File: src/rtl/alu_muldiv_if.sv
// Request/response bus of the iterative multiply/divide unit.
// The master drives operations and consumes results; the slave is the unit.
interface alu_muldiv_if #(
    parameter int XLEN  = 32,
    parameter int TAG_W = 5
);
    logic              in_valid;
    logic              in_ready;
    logic [2:0]        funct3;
    logic [XLEN-1:0]   rs1;
    logic [XLEN-1:0]   rs2;
    logic [TAG_W-1:0]  tag_in;
    logic              out_valid;
    logic              out_ready;
    logic [XLEN-1:0]   rd;
    logic              z;
    logic [TAG_W-1:0]  tag_out;

    modport master (
        output in_valid, funct3, rs1, rs2, tag_in, out_ready,
        input  in_ready, out_valid, rd, z, tag_out
    );

    modport slave (
        input  in_valid, funct3, rs1, rs2, tag_in, out_ready,
        output in_ready, out_valid, rd, z, tag_out
    );
endinterface

File: src/rtl/alu_muldiv.sv
// Iterative RV32M/RV64M multiply/divide unit.
// Multiply is radix-2 shift-add on operand magnitudes, divide is restoring
// division on magnitudes; signs are re-applied in a single fix-up cycle.
// hi/lo are shared: {hi,lo} is the product accumulator for multiplies and
// {remainder,quotient} for divides.
module alu_muldiv #(
    parameter int XLEN  = 32,
    parameter int TAG_W = 5
) (
    input  logic          clk,
    input  logic          rst,
    alu_muldiv_if.slave   bus
);
    localparam int CW = $clog2(XLEN);
    localparam logic [XLEN-1:0] MIN_NEG = {1'b1, {(XLEN-1){1'b0}}};

    typedef enum logic [1:0] {IDLE, CALC, FIX, DONE} state_t;

    state_t            state;
    logic [2:0]        op;
    logic [TAG_W-1:0]  tag_q;
    logic              neg;
    logic [XLEN-1:0]   opnd;
    logic [XLEN-1:0]   hi;
    logic [XLEN-1:0]   lo;
    logic [CW-1:0]     count;
    logic              in_ready_q;
    logic              out_valid_q;
    logic [XLEN-1:0]   rd_q;
    logic              z_q;
    logic [TAG_W-1:0]  tag_out_q;

    assign bus.in_ready  = in_ready_q;
    assign bus.out_valid = out_valid_q;
    assign bus.rd        = rd_q;
    assign bus.z         = z_q;
    assign bus.tag_out   = tag_out_q;

    // Request decode: operand magnitudes, result sign and special-case detection
    logic              a_signed, b_signed, rs1_neg, rs2_neg, neg_in;
    logic [XLEN-1:0]   rs1_mag, rs2_mag, spec_rd;
    logic              div_zero, div_ovf, special;
    always_comb begin
        a_signed = (bus.funct3 != 3'b011) && (bus.funct3 != 3'b101) && (bus.funct3 != 3'b111);
        b_signed = (bus.funct3 == 3'b000) || (bus.funct3 == 3'b001) ||
                   (bus.funct3 == 3'b100) || (bus.funct3 == 3'b110);
        rs1_neg  = a_signed & bus.rs1[XLEN-1];
        rs2_neg  = b_signed & bus.rs2[XLEN-1];
        rs1_mag  = rs1_neg ? (~bus.rs1 + 1'b1) : bus.rs1;
        rs2_mag  = rs2_neg ? (~bus.rs2 + 1'b1) : bus.rs2;
        // Remainder follows the dividend; every other result follows the sign product
        neg_in   = (bus.funct3[2] & bus.funct3[1]) ? rs1_neg : (rs1_neg ^ rs2_neg);
        div_zero = bus.funct3[2] && (bus.rs2 == '0);
        div_ovf  = bus.funct3[2] && !bus.funct3[0] && (bus.rs1 == MIN_NEG) && (bus.rs2 == '1);
        special  = div_zero | div_ovf;
        spec_rd  = '0;
        if (div_zero)
            spec_rd = bus.funct3[1] ? bus.rs1 : '1;
        else if (div_ovf)
            spec_rd = bus.funct3[1] ? '0 : bus.rs1;
    end

    // One iteration step: shift-add for multiply, trial subtract for divide
    logic [XLEN:0]     mul_sum, r_sh, diff;
    logic [XLEN-1:0]   calc_hi, calc_lo;
    always_comb begin
        mul_sum = {1'b0, hi} + (lo[0] ? {1'b0, opnd} : '0);
        r_sh    = {hi, lo[XLEN-1]};
        diff    = r_sh - {1'b0, opnd};
        if (op[2]) begin
            if (!diff[XLEN]) begin
                calc_hi = diff[XLEN-1:0];
                calc_lo = {lo[XLEN-2:0], 1'b1};
            end else begin
                calc_hi = r_sh[XLEN-1:0];
                calc_lo = {lo[XLEN-2:0], 1'b0};
            end
        end else begin
            calc_hi = mul_sum[XLEN:1];
            calc_lo = {mul_sum[0], lo[XLEN-1:1]};
        end
    end

    // Sign correction and result selection
    logic [2*XLEN-1:0] prod, prod_s;
    logic [XLEN-1:0]   quo_s, rem_s, fix_rd;
    always_comb begin
        prod   = {hi, lo};
        prod_s = neg ? (~prod + 1'b1) : prod;
        quo_s  = neg ? (~lo + 1'b1) : lo;
        rem_s  = neg ? (~hi + 1'b1) : hi;
        case (op)
            3'b000:                 fix_rd = prod_s[XLEN-1:0];
            3'b001, 3'b010, 3'b011: fix_rd = prod_s[2*XLEN-1:XLEN];
            3'b100, 3'b101:         fix_rd = quo_s;
            default:                fix_rd = rem_s;
        endcase
    end

    // Control FSM with registered handshake and result outputs
    always_ff @(posedge clk) begin
        if (rst) begin
            state       <= IDLE;
            in_ready_q  <= 1'b1;
            out_valid_q <= 1'b0;
            rd_q        <= '0;
            z_q         <= 1'b0;
            tag_out_q   <= '0;
            op          <= '0;
            tag_q       <= '0;
            neg         <= 1'b0;
            opnd        <= '0;
            hi          <= '0;
            lo          <= '0;
            count       <= '0;
        end else begin
            case (state)
                IDLE: begin
                    if (bus.in_valid) begin
                        op         <= bus.funct3;
                        tag_q      <= bus.tag_in;
                        neg        <= neg_in;
                        count      <= '0;
                        hi         <= '0;
                        in_ready_q <= 1'b0;
                        if (bus.funct3[2]) begin
                            opnd <= rs2_mag;
                            lo   <= rs1_mag;
                        end else begin
                            opnd <= rs1_mag;
                            lo   <= rs2_mag;
                        end
                        if (special) begin
                            rd_q        <= spec_rd;
                            z_q         <= (spec_rd == '0);
                            tag_out_q   <= bus.tag_in;
                            out_valid_q <= 1'b1;
                            state       <= DONE;
                        end else begin
                            state <= CALC;
                        end
                    end
                end
                CALC: begin
                    hi    <= calc_hi;
                    lo    <= calc_lo;
                    count <= count + 1'b1;
                    if (count == CW'(XLEN-1))
                        state <= FIX;
                end
                FIX: begin
                    rd_q        <= fix_rd;
                    z_q         <= (fix_rd == '0);
                    tag_out_q   <= tag_q;
                    out_valid_q <= 1'b1;
                    state       <= DONE;
                end
                DONE: begin
                    if (bus.out_ready) begin
                        out_valid_q <= 1'b0;
                        in_ready_q  <= 1'b1;
                        state       <= IDLE;
                    end
                end
                default: state <= IDLE;
            endcase
        end
    end
endmodule

File: src/flat_wrapper.sv
// flat-port wrapper written by rule: the top's interface ports become plain ports
module alu_muldiv_flat 
#(
    parameter int XLEN  = 32,
    parameter int TAG_W = 5
)
  (clk, rst, bus_in_valid, bus_funct3, bus_rs1, bus_rs2, bus_tag_in, bus_out_ready, bus_in_ready, bus_out_valid, bus_rd, bus_z, bus_tag_out);
  alu_muldiv_if #(.XLEN(XLEN), .TAG_W(TAG_W)) bus_i ();
  input  logic clk;
  input  logic rst;
  input wire logic [$bits(bus_i.in_valid)-1:0] bus_in_valid;
  input wire logic [$bits(bus_i.funct3)-1:0] bus_funct3;
  input wire logic [$bits(bus_i.rs1)-1:0] bus_rs1;
  input wire logic [$bits(bus_i.rs2)-1:0] bus_rs2;
  input wire logic [$bits(bus_i.tag_in)-1:0] bus_tag_in;
  input wire logic [$bits(bus_i.out_ready)-1:0] bus_out_ready;
  output wire logic [$bits(bus_i.in_ready)-1:0] bus_in_ready;
  output wire logic [$bits(bus_i.out_valid)-1:0] bus_out_valid;
  output wire logic [$bits(bus_i.rd)-1:0] bus_rd;
  output wire logic [$bits(bus_i.z)-1:0] bus_z;
  output wire logic [$bits(bus_i.tag_out)-1:0] bus_tag_out;
  assign bus_i.in_valid = bus_in_valid;
  assign bus_i.funct3 = bus_funct3;
  assign bus_i.rs1 = bus_rs1;
  assign bus_i.rs2 = bus_rs2;
  assign bus_i.tag_in = bus_tag_in;
  assign bus_i.out_ready = bus_out_ready;
  assign bus_in_ready = bus_i.in_ready;
  assign bus_out_valid = bus_i.out_valid;
  assign bus_rd = bus_i.rd;
  assign bus_z = bus_i.z;
  assign bus_tag_out = bus_i.tag_out;
  alu_muldiv #(.XLEN(XLEN), .TAG_W(TAG_W)) u_core (.clk(clk), .rst(rst), .bus(bus_i));
endmodule
File: config.mk
export PLATFORM = sky130hd
export DESIGN_NAME = alu_muldiv_flat
export DESIGN_NICKNAME = d
export VERILOG_FILES = /design/src/rtl/alu_muldiv_if.sv /design/src/rtl/alu_muldiv.sv /design/src/flat_wrapper.sv
export SDC_FILE = /design/constraint.sdc
export NUM_CORES = 1
export LEC_CHECK = 0
export BUFFER_PORTS_ARGS = -buffer_cell sky130_fd_sc_hd__buf_2
export CAP_MARGIN = 30
export CORE_ASPECT_RATIO = 0.9
export CORE_UTILIZATION = 58
export CTS_BUF_LIST = sky130_fd_sc_hd__clkbuf_4 sky130_fd_sc_hd__clkbuf_8
export DETAILED_ROUTE_END_ITERATION = 8
export GPL_TIMING_DRIVEN = 0
export PLACE_DENSITY_LB_ADDON = 0.3
export SLEW_MARGIN = 20
export SYNTH_ARGS = -nofsm -noshare
export SYNTH_HDL_FRONTEND = slang
export SYNTH_SLANG_ARGS = --single-unit
File: constraint.sdc
create_clock -name clk -period 3.9 [get_ports clk]
set_input_delay 1.17 -clock clk [delete_from_list [all_inputs] [get_ports clk]]
set_output_delay 1.17 -clock clk [all_outputs]
set_load 0.01 [all_outputs]
==> metrics.md <==
| Metric | Value |
|---|---|
| CP Data Required Time | 4.30 ns |
| Drt wl/cell | 25.8 um |
| I/O Buffers | 115 |
| Final core occ | approximately 67% |
| Detailed Place HPWL | 52,800 um |
| Layout area overhead | 11.8% |
| Post-Synthesis Cells | about 2,100 |
| Type of origin of the critical path | input port |
| Net count reported at finish | 2,414 |
| Synthesis-stage register bit count | 152 |
| Most frequent cells in the layout | nor2_1 (266), a21oi_1 (185), nand2_1 (178) |
| Outcome | complete, but fails checks |
| Final period utilization | 101% |
| Internal | 3.53 mW |
| Share of the synthesized area in the top cell type | 20.1% |
| Yosys top cell by area | dfxtp_1 |
| Largest net degree at the start of global routing | 18 |
| Combinational share of power | roughly 55% |
| Antenna viol nets, final | 0 |
| Clock share of power | 17.4% |
| Die ar. | 26,800 sq um |
| Drt first pass iters | 8 |
| EDFF count, synth | 0 |
| Final setup TNS | -0.0776 ns |
| P_sw | 3.77 mW |
| Core area | 25,400 sq um |
| First-pass GRT wire length | between 90,000 and 100,000 um |
| Post-Place Cells | around 2,600 |
| DIE WIDTH | between 150 and 200 um |
| Cts hold-fix bufs | 0 |
| Worst-skew pair later-pin latency | 0.50 ns |
| Initial DRC Count | just over 3,000 |
| # rows | 55 |
| DRT Wirelength | 67,600 um |
| Max clock buf depth | 2 |
| Net switching share of the total power | 51.6% |
| Main flop type after synthesis | dfxtp_1 |
| Final Slew Violations | 0 |
| Clock transition at the registers of the reported paths | 0.11 ns |
| Num Clock Sinks | 152 |
| Initial antenna violation count | 4 |
| CTS root buf | clkbuf_8 |
| Critical path class | in2reg |
| Synth cell types | between 80 and 90 |
| Worst Skew | around 0.032 ns |
| Die Y-Extent | 155 um |
| Net Count, Synth | 2,266 |
| Vias/cell | 7.14 |
| Sequential area share after synthesis | 20.1% |
| Non-Filler Instances | 2,619 |
| Async S/R FF share, synth | 0% |
| Crit Path Max Fanout | 10 |
| Vias in the first global route | ~17,000 |
| Hold Path Class | reg2reg |
| Violated checks | negative setup slack |
| Global placer's final weighted congestion | 1.12 |
| Starting Density | between 50% and 60% |
| YS warnings | 0 |
| Detailed-route via count | roughly 19,000 |
| Crit path DAT | between 4 and 5 ns |
| VDD IR max | 0.000292 V |
| CTS Buf Count | 17 |
| Place WS | -0.995 ns |
| Reg power frac | a little over a quarter |
| Mapped Area | 15,100 sq um |
| Cell Pwr Density | 431 nW/um^2 |
| Leakage Power | 6.67 nW |
| H-tree depth | 4 |
| Commonest non-fill, non-tap cell in the layout | nor2_1 |
| I/O pins | around 120 |
| Slew @ Worst Pin | 0.991 ns |
| CTS tree | done |
| Max-slew headroom | 34.0% |
| Total congestion overflow | 0 |
| Max-cap viol count | 0 |
| Share of cells above drive strength 1 | 12.0% |
| Crit end category | flop |
| FMAX | between 0.2 and 0.3 GHz |
| Synth area leaders | dfxtp_1 (20%), nor2_1 (6.6%), ha_1 (6.3%) |
| Final setup vio count | 2 |
| Filler cells | 2,207 |
| DRC violations left | 0 |
| Post-Syn Area per Cell | 7.17 sq um |
| Crit path time final | slightly below 4 ns |
| GRT Resource Usage Total | 49.6% |
| PnR worst setup slack | -0.0425 ns |
| Final Hold Fails | 0 |
==> power groups by stage <==
stage                     Clock [mW]  Combinational (mW)  Sequential (mW)
after global placement             0                3.61             1.97
final                           1.27                4.05             1.98
after floorplan                    0                2.47             1.89
after CTS                       1.24                3.72             1.95
after global routing            1.29                4.21             1.99
after detailed placement           0                3.66             1.98
==> per-layer routing <==
| layer | vias up | GRT usage [%] | share of wire [%] |
|---|---|---|---|
| li1 | 8099 | - | - |
| met1 | 8564 | 62.8 | 37 |
| met2 | 1643 | 69.6 | 39 |
| met3 | 387 | 20.0 | 17 |
| met4 | 2 | 30.2 | 7.4 |
| met5 | - | 1.70 | 0.095 |
==> metrics by stage <==
stage               hold WS (ns)  area [sq um]  power [mW]
floorplan                  0.432         15200        4.35
global placement           0.441         16200        5.57
detailed placement         0.444         16200        5.63
CTS                        0.459         16700        6.91
global route               0.485         16900        7.48
finish                     0.458         16900        7.30
==> worst max-delay path, stage by stage <==
cell and delay (ns):
buf_2 0.14, clkbuf_1 0.42, mux2i_1 0.37, and2_1 0.26, clkbuf_1 0.39, o31ai_1 0.17
xnor2_1 0.47, nor2_1 0.17, a211oi_1 0.46, a211oi_1 0.11, nor3_1 0.19
==> synthesized netlist by cell type (13+ instances only) <==
| cell type | n |
|---|---|
| nand4_1 | 33 |
| nor3_1 | 61 |
| inv_1 | 67 |
| nor2_1 | 266 |
| nand2_1 | 178 |
| xnor2_1 | 82 |
| a21o_1 | 42 |
| ha_1 | 76 |
| nor4_1 | 17 |
| o21ai_0 | 124 |
| a211oi_1 | 116 |
| nand3_1 | 34 |
| a31oi_1 | 21 |
| a311oi_1 | 19 |
| o31ai_1 | 22 |
| clkbuf_1 | 139 |
| xor2_1 | 65 |
| a22oi_1 | 25 |
| dfxtp_1 | 152 |
| a21oi_1 | 187 |
| mux2i_1 | 59 |
| and3_1 | 14 |
| mux2_2 | 28 |
| o211ai_1 | 35 |
| nor2b_1 | 13 |
| o41ai_1 | 15 |
| nand2b_1 | 19 |
| and2_1 | 14 |
==> layout make-up <==
type | instances | area [sq um] | area share (%)
Tap cell | 342 | 428 | 2.53
Buffer | 157 | 643 | 3.80
Timing Repair Buffer | 130 | 686 | 4.05
Multi-Input combinational cell | 1733 | 11500 | 67.7
Inverter | 69 | 259 | 1.53
Antenna cell | 4 | 10.0 | 0.0591
Clock buffer | 17 | 234 | 1.38
Clock inverter | 15 | 158 | 0.931
Sequential cell | 152 | 3040 | 18.0
==> state kept, by name (all words and copies together) (netlist names) <==
name / cells
u_core.tag_q: 5
u_core.lo: 32
u_core.state: 2
u_core.opnd: 32
u_core.hi: 32
u_core.neg: 1
u_core.bus.z: 1
u_core.bus.out_valid: 1
u_core.count: 5
u_core.op: 3
u_core.bus.rd: 32
u_core.bus.in_ready: 1
u_core.bus.tag_out: 5
==> kinds of logic (layout without fill, tap and decap cells) <==
kind of cell / count (synthesis) / count (layout) / synth area share [%]
AO/OA/AOI/OAI: 714 / 714 / 31.1
AND/OR/NAND/NOR: 707 / 707 / 22.0
buffers and inverters: 227 / 388 / 5.76
flip-flops: 152 / 152 / 20.1
XOR/XNOR: 147 / 147 / 8.50
multiplexers: 87 / 87 / 5.98
adder cells (fa/ha/maj): 78 / 78 / 6.54
other: 0 / 4 / 0
==> final timing paths <==
check / startpoint / end / slack [ns] / cells after the start
max reg2reg: u_core.lo[27] / u_core.bus.z / -0.04 / 12
min: u_core.opnd[21] / u_core.opnd[21] / 0.46 / 2
min reg2reg: u_core.opnd[21] / u_core.opnd[21] / 0.46 / 2
max: bus_funct3[2] / u_core.lo[28] / -0.04 / 11
==> timing repair <==
action                                 4_1_cts  5_1_grt
gates resized for setup                     27       39
endpoints found under the hold margin        0        0
pin swaps                                    4        5
buffers inserted                             6        7
cloned                                       0        0
setup endpoints to repair                   42       78
Note: power is estimated with default switching activity, not from simulation.
